$ cat config.mk
export PLATFORM = sky130hd
export DESIGN_NAME = mrd_sink_banked
export DESIGN_NICKNAME = d
export VERILOG_FILES = /design/src/rtl/mrd_sink_pkg.sv /design/src/rtl/mrd_bank_rr.sv /design/src/rtl/mrd_sink_banked.sv
export SDC_FILE = /design/constraint.sdc
export NUM_CORES = 1
export LEC_CHECK = 0
export CORE_ASPECT_RATIO = 2
export CORE_MARGIN = 5
export CORE_UTILIZATION = 35
export DETAILED_ROUTE_END_ITERATION = 16
export MAX_ROUTING_LAYER = met4
export SETUP_SLACK_MARGIN = 0.02
export SLEW_MARGIN = 20
export SYNTH_ARGS = -nofsm -noshare
export SYNTH_HDL_FRONTEND = slang
export SYNTH_SLANG_ARGS = --single-unit
$ cat constraint.sdc
create_clock -name clk -period 4.13 [get_ports clk]
set_clock_uncertainty 0.2 [all_clocks]
set_input_delay 0.826 -clock clk [delete_from_list [all_inputs] [get_ports clk]]
set_output_delay 0.826 -clock clk [all_outputs]
set_load 0.05 [all_outputs]
$ cat src/rtl/mrd_sink_pkg.sv
`default_nettype none
// ============================================================================
// mrd_sink_pkg : shared types, defaults and helpers for the banked mrd sink
// Rev 1.0      : initial release
// ============================================================================
package mrd_sink_pkg;

  typedef enum logic [0:0] {
    IDLE  = 1'b0,
    FRAME = 1'b1
  } sink_state_e;

  localparam int DEF_NBANK     = 7;
  localparam int DEF_WADDR     = 8;
  localparam int DEF_WCNT      = 12;
  localparam int DEF_WDATA     = 36;
  localparam int DEF_OVT_LIMIT = 2047;
  localparam int DEF_SOP_LEAD  = 3;

  function automatic int idx_w(input int n);
    return (n <= 2) ? 1 : $clog2(n);
  endfunction

  // (len/4 + len/2) never exceeds len, so the caller may truncate to len's width
  function automatic logic [31:0] thr34(input logic [31:0] len);
    return (len >> 2) + (len >> 1);
  endfunction

endpackage
`default_nettype wire

$ cat src/rtl/mrd_bank_rr.sv
`default_nettype none
// ============================================================================
// mrd_bank_rr : round-robin bank index / shared address generator
// Rev 1.0     : initial release
// ============================================================================
module mrd_bank_rr
  import mrd_sink_pkg::*;
#(
  parameter int NBANK = DEF_NBANK,
  parameter int wADDR = DEF_WADDR
) (
  input  logic             clk,
  input  logic             rst,
  input  logic             clear,
  input  logic             advance,
  output logic [wADDR-1:0] addr,
  output logic [NBANK-1:0] onehot
);

  localparam int            IW   = idx_w(NBANK);
  localparam logic [IW-1:0] LAST = IW'(NBANK - 1);

  logic [IW-1:0]    idx_q, idx_d;
  logic [wADDR-1:0] addr_q, addr_d;
  logic [IW-1:0]    idx;

  // clear takes effect combinationally so the restarting sample itself lands on bank 0
  always_comb begin
    idx    = clear ? '0 : idx_q;
    addr   = clear ? '0 : addr_q;
    idx_d  = idx;
    addr_d = addr;
    if (advance) begin
      if (idx == LAST) begin
        idx_d  = '0;
        addr_d = addr + wADDR'(1);
      end else begin
        idx_d  = idx + IW'(1);
      end
    end
    onehot = '0;
    for (int i = 0; i < NBANK; i++) begin
      onehot[NBANK-1-i] = (idx == IW'(i));
    end
  end

  always_ff @(posedge clk) begin
    if (rst) begin
      idx_q  <= '0;
      addr_q <= '0;
    end else begin
      idx_q  <= idx_d;
      addr_q <= addr_d;
    end
  end

endmodule
`default_nettype wire

$ cat src/rtl/mrd_sink_banked.sv
`default_nettype none
// ============================================================================
// mrd_sink_banked : banked sample sink with length check, watchdog, cfg check
// Rev 1.0         : initial release
// ============================================================================
module mrd_sink_banked
  import mrd_sink_pkg::*;
#(
  parameter int NBANK     = DEF_NBANK,
  parameter int wADDR     = DEF_WADDR,
  parameter int wCNT      = DEF_WCNT,
  parameter int wDATA     = DEF_WDATA,
  parameter int OVT_LIMIT = DEF_OVT_LIMIT,
  parameter int SOP_LEAD  = DEF_SOP_LEAD
) (
  input  logic             clk,
  input  logic             rst,
  input  logic             fsm_is_sink,
  input  logic [wCNT-1:0]  frame_len,
  input  logic             in_valid,
  input  logic             in_sop,
  input  logic [wDATA-1:0] in_data,
  output logic [NBANK-1:0] wr_en,
  output logic [wADDR-1:0] wr_addr,
  output logic [wDATA-1:0] wr_data,
  output logic             sink_3_4,
  output logic             twdl_sop_sink,
  output logic             frame_done,
  output logic             frame_err,
  output logic             overTime,
  output logic             cfg_err
);

  localparam int              OW         = $clog2(OVT_LIMIT + 1);
  localparam logic [OW-1:0]   OVT_MAX    = OW'(OVT_LIMIT);
  localparam logic [63:0]     CAP        = 64'(NBANK) << wADDR;
  localparam logic [wCNT-1:0] SOP_LEAD_C = wCNT'(SOP_LEAD);

  sink_state_e      state_q, state_d;
  logic [wCNT-1:0]  cnt_q, cnt_d;
  logic [wCNT-1:0]  len_q, len_d;
  logic [wCNT-1:0]  thr_q, thr_d;
  logic             cfg_err_q, cfg_err_d;
  logic             err_seen_q, err_seen_d;
  logic [OW-1:0]    ovt_cnt_q, ovt_cnt_d;
  logic             over_time_q, over_time_d;
  logic [NBANK-1:0] wr_en_q, wr_en_d;
  logic [wADDR-1:0] wr_addr_q, wr_addr_d;
  logic [wDATA-1:0] wr_data_q, wr_data_d;
  logic             sink_3_4_q, sink_3_4_d;
  logic             twdl_q, twdl_d;
  logic             done_q, done_d;
  logic             frame_err_q, frame_err_d;

  logic             start;
  logic             idle;
  logic [wCNT-1:0]  k;
  logic             err_base;
  logic             drop;
  logic             keep;
  logic             short_end;
  logic [wADDR-1:0] bank_addr;
  logic [NBANK-1:0] bank_onehot;

  assign start = in_valid & ((state_q == IDLE) | in_sop);

  mrd_bank_rr #(
    .NBANK (NBANK),
    .wADDR (wADDR)
  ) u_bank_rr (
    .clk     (clk),
    .rst     (rst),
    .clear   (start),
    .advance (in_valid),
    .addr    (bank_addr),
    .onehot  (bank_onehot)
  );

  always_comb begin
    idle       = (state_q == IDLE);
    k          = start ? '0 : cnt_q;
    err_base   = start ? 1'b0 : err_seen_q;
    drop       = in_valid & (cfg_err_q | (k >= len_q));
    keep       = in_valid & ~drop;
    // a gap or an SOP restart closes the current frame; short frames are flagged once
    short_end  = ~idle & ~err_seen_q & (cnt_q < len_q) & (~in_valid | in_sop);

    state_d    = in_valid ? FRAME : IDLE;
    cnt_d      = in_valid ? (k + wCNT'(1)) : cnt_q;
    len_d      = idle ? frame_len : len_q;
    thr_d      = idle ? wCNT'(thr34(32'(frame_len))) : thr_q;
    cfg_err_d  = idle ? ((frame_len == '0) | (64'(frame_len) > CAP)) : cfg_err_q;
    err_seen_d = err_base | drop;

    wr_en_d     = keep ? bank_onehot : '0;
    wr_addr_d   = keep ? bank_addr : wr_addr_q;
    wr_data_d   = keep ? in_data : wr_data_q;
    sink_3_4_d  = keep & (thr_q != '0) & (k == thr_q - wCNT'(1));
    twdl_d      = keep & (thr_q > SOP_LEAD_C) & (k == thr_q - SOP_LEAD_C - wCNT'(1));
    done_d      = keep & (k == len_q - wCNT'(1));
    frame_err_d = short_end | (drop & ~err_base);

    if (!fsm_is_sink) begin
      ovt_cnt_d   = '0;
      over_time_d = 1'b0;
    end else begin
      ovt_cnt_d   = (ovt_cnt_q == OVT_MAX) ? ovt_cnt_q : ovt_cnt_q + OW'(1);
      over_time_d = over_time_q | (ovt_cnt_q == OVT_MAX);
    end
  end

  always_ff @(posedge clk) begin
    if (rst) begin
      state_q     <= IDLE;
      cnt_q       <= '0;
      len_q       <= frame_len;
      thr_q       <= wCNT'(thr34(32'(frame_len)));
      cfg_err_q   <= 1'b0;
      err_seen_q  <= 1'b0;
      ovt_cnt_q   <= '0;
      over_time_q <= 1'b0;
      wr_en_q     <= '0;
      wr_addr_q   <= '0;
      wr_data_q   <= '0;
      sink_3_4_q  <= 1'b0;
      twdl_q      <= 1'b0;
      done_q      <= 1'b0;
      frame_err_q <= 1'b0;
    end else begin
      state_q     <= state_d;
      cnt_q       <= cnt_d;
      len_q       <= len_d;
      thr_q       <= thr_d;
      cfg_err_q   <= cfg_err_d;
      err_seen_q  <= err_seen_d;
      ovt_cnt_q   <= ovt_cnt_d;
      over_time_q <= over_time_d;
      wr_en_q     <= wr_en_d;
      wr_addr_q   <= wr_addr_d;
      wr_data_q   <= wr_data_d;
      sink_3_4_q  <= sink_3_4_d;
      twdl_q      <= twdl_d;
      done_q      <= done_d;
      frame_err_q <= frame_err_d;
    end
  end

  assign wr_en         = wr_en_q;
  assign wr_addr       = wr_addr_q;
  assign wr_data       = wr_data_q;
  assign sink_3_4      = sink_3_4_q;
  assign twdl_sop_sink = twdl_q;
  assign frame_done    = done_q;
  assign frame_err     = frame_err_q;
  assign overTime      = over_time_q;
  assign cfg_err       = cfg_err_q;

endmodule
`default_nettype wire
==> flow_summary.ini, run 1 <==
[logic_synthesis]
synth_top_family_by_area = simple AND/OR/NAND/NOR gates
synth-warning-count = 0
synthSimpleGateAreaFrac = 0.2082
syn_inst = 776
avgSynthCellArea_um2 = 9.008
synth_xor_area_frac = 0.08609
synth-compound-area-share = 0.1772
syn_area_mm2 = 0.006990
synth_cell_type_count = 73
async_flop_share = 0
synth_flop_cell = dfxtp_1
ys_seq_elements = 117
synth_nets = 876
synth.area.mux_share = 0.01897
yosysSeqAreaShare = 0.3694
synth_adder_area_share = 0.08520
synth_edf_count = 24

[final_layout]
n_antenna_cell = 0
design_area_mm2 = 0.009204
syn_to_final_growth_pct = 31.66
drive_above_1_share = 0.09889
fillCellCount = 1971
finalNonFillerCells = 1162
layout_commonest_cell = clkdlybuf4s50_1
multi_input_area_mm2 = 0.004054
final_nets = 987
mostFrequentLayoutCells = 107 x clkdlybuf4s50_1, 93 x dfxtp_1, 55 x a21oi_1
seq_area_mm2 = 0.002582

[sta]
max_freq_ghz = 0.2691
tightest_slew_ns = 0.7953
hold_viol_final = 0
rsz0062_at_grt = false
hold_slack_ns = 0.2458
setup_viol = 0
period_needed_ns = 3.717
relSlewSlack = 0.4698
report.final.slew_viol_count = 0
finalCritPeriodShare = 0.8999

[critical_path]
crit_type = primary input to flop
r2r-end = twdl_sop_sink
r2r_cells = 8
start_kind = primary input
arrival_ns = 3.85
required_ns = 4.27
path_max_fanout = 9
r2r_start = thr_q[2]
rrSetupSlack_ns = 0.93
crit_path_end_kind = flop

[place]
place_congestion = 0.8758
placed_cell_area_mm2 = 0.008588
place_hpwl_um = 15460
port_buffers = 109
dpl.cell_count = 1130

[drt]
drcViolationCount = 0
ant_nets = 0
wl_per_cell_um = 17.54
vias_per_cell = 5.336
drt_first_pass_iters = 4
drt-total-wl_um = 20380
drt_iter0_drc = 255
via_count = 6201

[clock_tree]
numClockSinks = 117
clockBufferDepth = 2
post_cts_buffers = 0
root_buffer = clkbuf_16
h-tree-depth = 4
clock_latency_ns = 0.42
cts_tree = built
cts_buffers = 17
holdBufCountCts = 0
path_clk_slew_ns = 0.05
cts-resized-gates = 0

[global_route]
grt_usage = 0.1871
grt_pass1_wl_um = 32700
antenna_found_initial = 0
gr-total-overflow = 0
grt_pass1_vias = 6456
grt_max_degree = 42

[floorplan]
dieArea_mm2 = 0.02307
ios = 110
die_x_um = 109.9
core_mm2 = 0.01982
initial_core_util = 0.3527
fp.dieH_um = 209.9
rows = 73

[pwr]
ir_worst_vdd_mv = 0.2192
cellLeakagePower_nw = 3.578
power_density_mw_per_mm2 = 376.7
fin_total_pwr_mw = 3.467

[hold_path]
hold_depth = 2
hold_end = overTime
hold_class = flop to flop
worstHoldStart = overTime

[run]
drv_cap = 0

[run_status]
status = completed
## area by class of cell
cell class,instances,area share
multi-input cells,561,0.4405
flip-flops and latches,117,0.2806
repair buffers,146,0.1585
clock buffers,20,0.05084
well taps,262,0.03562
inverters,44,0.01794
clock inverters,12,0.01604
## kinds of logic after synthesis
family,after synthesis
buf+inv,98
fa+ha+maj,47
compound gates,182
flops,117
xor+xnor,64
mux,13
simple gates,255
## flip-flops by register name, indices dropped and copies added (netlist names), 3 cells and up
register / count
cnt_q: 12
wr_en: 7
thr_q: 12
wr_addr: 8
u_bank_rr.idx_q: 3
len_q: 12
u_bank_rr.addr_q: 8
ovt_cnt_q: 11
wr_data: 36
## Yosys cell counts, drive strengths merged, types with 6 or more instances
library cell / instances / area share
a211oi: 7 / 0.0075
a21boi: 8 / 0.0091
a21o: 9 / 0.0097
a21oi: 55 / 0.039
a31oi: 7 / 0.0063
and2: 8 / 0.0072
and3: 8 / 0.0072
and4: 8 / 0.010
buf: 14 / 0.0098
clkbuf: 40 / 0.021
dfxtp: 93 / 0.27
edfxtp: 24 / 0.10
ha: 46 / 0.082
inv: 44 / 0.024
mux2i: 11 / 0.016
nand2: 33 / 0.018
nand2b: 12 / 0.011
nand3: 22 / 0.018
nand3b: 9 / 0.0097
nand4: 45 / 0.040
nor2: 48 / 0.026
nor3: 19 / 0.015
nor4: 10 / 0.011
o21ai: 16 / 0.013
o31ai: 41 / 0.044
or4: 6 / 0.0064
xnor2: 34 / 0.043
xor2: 27 / 0.034
## layer usage
| metal | up-vias | part of all wire | GRT usage |
|---|---|---|---|
| met2 | 147 | 0.56 | 0.3412 |
| met5 | - | 0 | - |
| met1 | 2922 | 0.36 | 0.1800 |
| met4 | 0 | 0.050 | 0.1059 |
| met3 | 47 | 0.033 | 0.03016 |
| li1 | 3085 | - | - |
## report_power, final
part	switching [mW]	internal, mW
combinational	0.346	0.264
sequential	0.0750	1.23
clock	0.547	0.999
## critical path, stage by stage
cell and delay (ns):
clkdlybuf4s50_1 0.48, nand2b_1 0.19, buf_4 0.16, a21boi_0 0.26, ha_1 0.31, and4_1 0.27
and3_1 0.25, a221o_1 0.32, buf_4 0.19, nor3_4 0.21, buf_4 0.19, mux2i_1 0.19
## per-stage QoR
step                      utilization  setup slack (ns)   TNS, ns
after floorplan                     -            0.1841         0
after global placement         0.4333           0.03653         0
after detailed placement       0.4333          -0.01033  -0.02205
after CTS                      0.4644            0.4241         0
after global routing           0.4644            0.2402         0
final                          0.4644            0.4134         0
## worst max path at each step
| stage | startpoint | to | slack [ns] | depth (start not counted) |
|---|---|---|---|---|
| after floorplan | in_sop | wr_addr[2] | 0.18 | 13 |
| after global placement | in_sop | wr_data[23] | 0.04 | 15 |
| after detailed placement | in_sop | wr_data[5] | -0.01 | 15 |
| after CTS | in_sop | wr_addr[5] | 0.42 | 12 |
| after global routing | in_sop | wr_data[16] | 0.24 | 15 |
| final | in_sop | wr_addr[5] | 0.41 | 12 |
Power figures use the tool's default switching activity.
==> run 2, diff against run 1 <==
--- a/config.mk
+++ b/config.mk
@@ -8,6 +8,7 @@
 export CORE_ASPECT_RATIO = 2
 export CORE_MARGIN = 5
 export CORE_UTILIZATION = 35
+export CTS_BUF_LIST = sky130_fd_sc_hd__clkbuf_2 sky130_fd_sc_hd__clkbuf_4 sky130_fd_sc_hd__clkbuf_8
 export DETAILED_ROUTE_END_ITERATION = 16
 export MAX_ROUTING_LAYER = met4
 export SETUP_SLACK_MARGIN = 0.02
==> run 2 against run 1 <==
  * Utilization is 0.92 points lower
  * Maximum frequency is 0.54% higher
  * Register-to-register slack hardly changed
  * Wire length is 0.24% lower
  * First-iteration DRC count is 11% higher
  * Cell area is 2.0% lower
  * Global-route usage is 0.081 points lower
  * Final cell count stayed put
  * Total power is 11% lower
  * Worst setup slack better by 0.020 ns
  * Hold slack better by 0.0020 ns
  * Critical path type unchanged
  * Critical endpoint unchanged
  * Largest cell class unchanged
  * Largest power group is now sequential cells
  * Highest routed layer unchanged
==> flow_summary.ini, run 2 (synthesized netlist as in run 1, its figures left out) <==
[drt]
drcViolationCount = 0
drt-total-wl_um = 20330
ant_nets = 0
vias_per_cell = 5.314
drt_iter0_drc = 282
drt_first_pass_iters = 4
via_count = 6175
wl_per_cell_um = 17.50

[global_route]
grt_max_degree = 42
gr-total-overflow = 0
grt_pass1_vias = 6428
grt_usage = 0.1863
grt_pass1_wl_um = 32630
antenna_found_initial = 0

[final_layout]
multi_input_area_mm2 = 0.004054
finalNonFillerCells = 1162
n_antenna_cell = 0
final_nets = 987
mostFrequentLayoutCells = 107 x clkdlybuf4s50_1, 93 x dfxtp_1, 55 x a21oi_1
fillCellCount = 1982
layout_commonest_cell = clkdlybuf4s50_1
drive_above_1_share = 0.1000
largest_reg_flops = 36
seq_area_mm2 = 0.002582
syn_to_final_growth_pct = 29.05
final_util = 0.4551

[pwr]
power.share.clock = 0.380
power_density_mw_per_mm2 = 343.0
cellLeakagePower_nw = 3.496
p_sw_mw = 0.9181
pwr-share-seq = 0.423
comb_power_share = 0.197
power.internal_mw = 2.176
ir_worst_vdd_mv = 0.1563
swShare = 0.2967

[place]
dpl.cell_count = 1130
place_hpwl_um = 15460
place_congestion = 0.8758
port_buffers = 109

[sta]
setup_viol = 0
rsz0062_at_grt = false
max_freq_ghz = 0.2705
hold_slack_ns = 0.2478
relSlewSlack = 0.4651
period_needed_ns = 3.697
report.final.slew_viol_count = 0
finalCritPeriodShare = 0.8951
hold_viol_final = 0
tightest_slew_ns = 0.8024

[hold_path]
hold_class = flop to flop

[clock_tree]
holdBufCountCts = 0
cts-resized-gates = 0
root_buffer = clkbuf_8
h-tree-depth = 4
numClockSinks = 117
post_cts_buffers = 0
clock_latency_ns = 0.44
clockBufferDepth = 2
cts_tree = built
path_clk_slew_ns = 0.07
cts_buffers = 17

[critical_path]
crit_path_end_kind = flop
arrival_ns = 3.86
required_ns = 4.29
start_kind = primary input
path_max_fanout = 9
crit_type = primary input to flop

[run_status]
status = completed

[floorplan]
fp.dieH_um = 209.9
die_x_um = 109.9
rows = 73
ios = 110
core_mm2 = 0.01982
dieArea_mm2 = 0.02307
initial_core_util = 0.3527

[run]
drv_cap = 0
-- run 2: cell types whose count changed in the layout (fill, tap and decap cells not counted), sizes merged --
| cell | change |
|---|---|
| clkbuf | -1 |
| bufinv | +1 |
-- run 2: power by group through the flow --
stage               Clock, mW  Sequential (mW)  Combinational [mW]
floorplan                   0             1.38               0.333
global placement            0             1.33               0.605
detailed placement          0             1.33               0.612
CTS                      1.21             1.31               0.615
global route             1.25             1.32               0.666
finish                   1.18             1.31               0.610
-- run 2: cell type report --
cell class	instances	area share
Inverter	44	0.01831
Multi-Input combinational cell	561	0.4494
Clock buffer	19	0.02829
Tap cell	262	0.03634
Timing Repair Buffer	146	0.1617
Sequential cell	117	0.2863
Clock inverter	13	0.01969
-- run 2: per-stage QoR --
stage                     cell area (um2)  worst slack (ns)  power [mW]  setup TNS [ns]
after floorplan                      6990            0.1841       1.714               0
after global placement               8588           0.03653       1.938               0
after detailed placement             8588          -0.01033       1.944        -0.02205
after CTS                            9021            0.4613       3.132               0
after global routing                 9021            0.2748       3.237               0
final                                9021            0.4332       3.094               0
-- run 2: worst max-delay path, cell delays in order --
cell and delay, ns:
clkdlybuf4s50_1 0.48, nand2b_1 0.19, buf_4 0.16, a21boi_0 0.26, ha_1 0.30, and4_1 0.27
and3_1 0.25, a221o_1 0.32, buf_4 0.20, nor3_4 0.21, buf_4 0.19, mux2i_1 0.19
-- run 2: per-layer routing --
layer  vias to the layer above  global-route usage  wire, um
li1                       3083                   -         -
met1                      2893              0.1791      7251
met2                       150              0.3450     11430
met3                        49             0.03016       747
met4                         0             0.09471       901
met5                         -                   -         0
-- run 2: path summary, 6_finish.rpt --
check            from          to  slack [ns]  cells past startpoint
min          overTime    overTime        0.25                      2
max            in_sop  wr_addr[5]        0.43                     12
max reg2reg   state_q  wr_addr[5]        0.92                     11
min reg2reg  overTime    overTime        0.25                      2
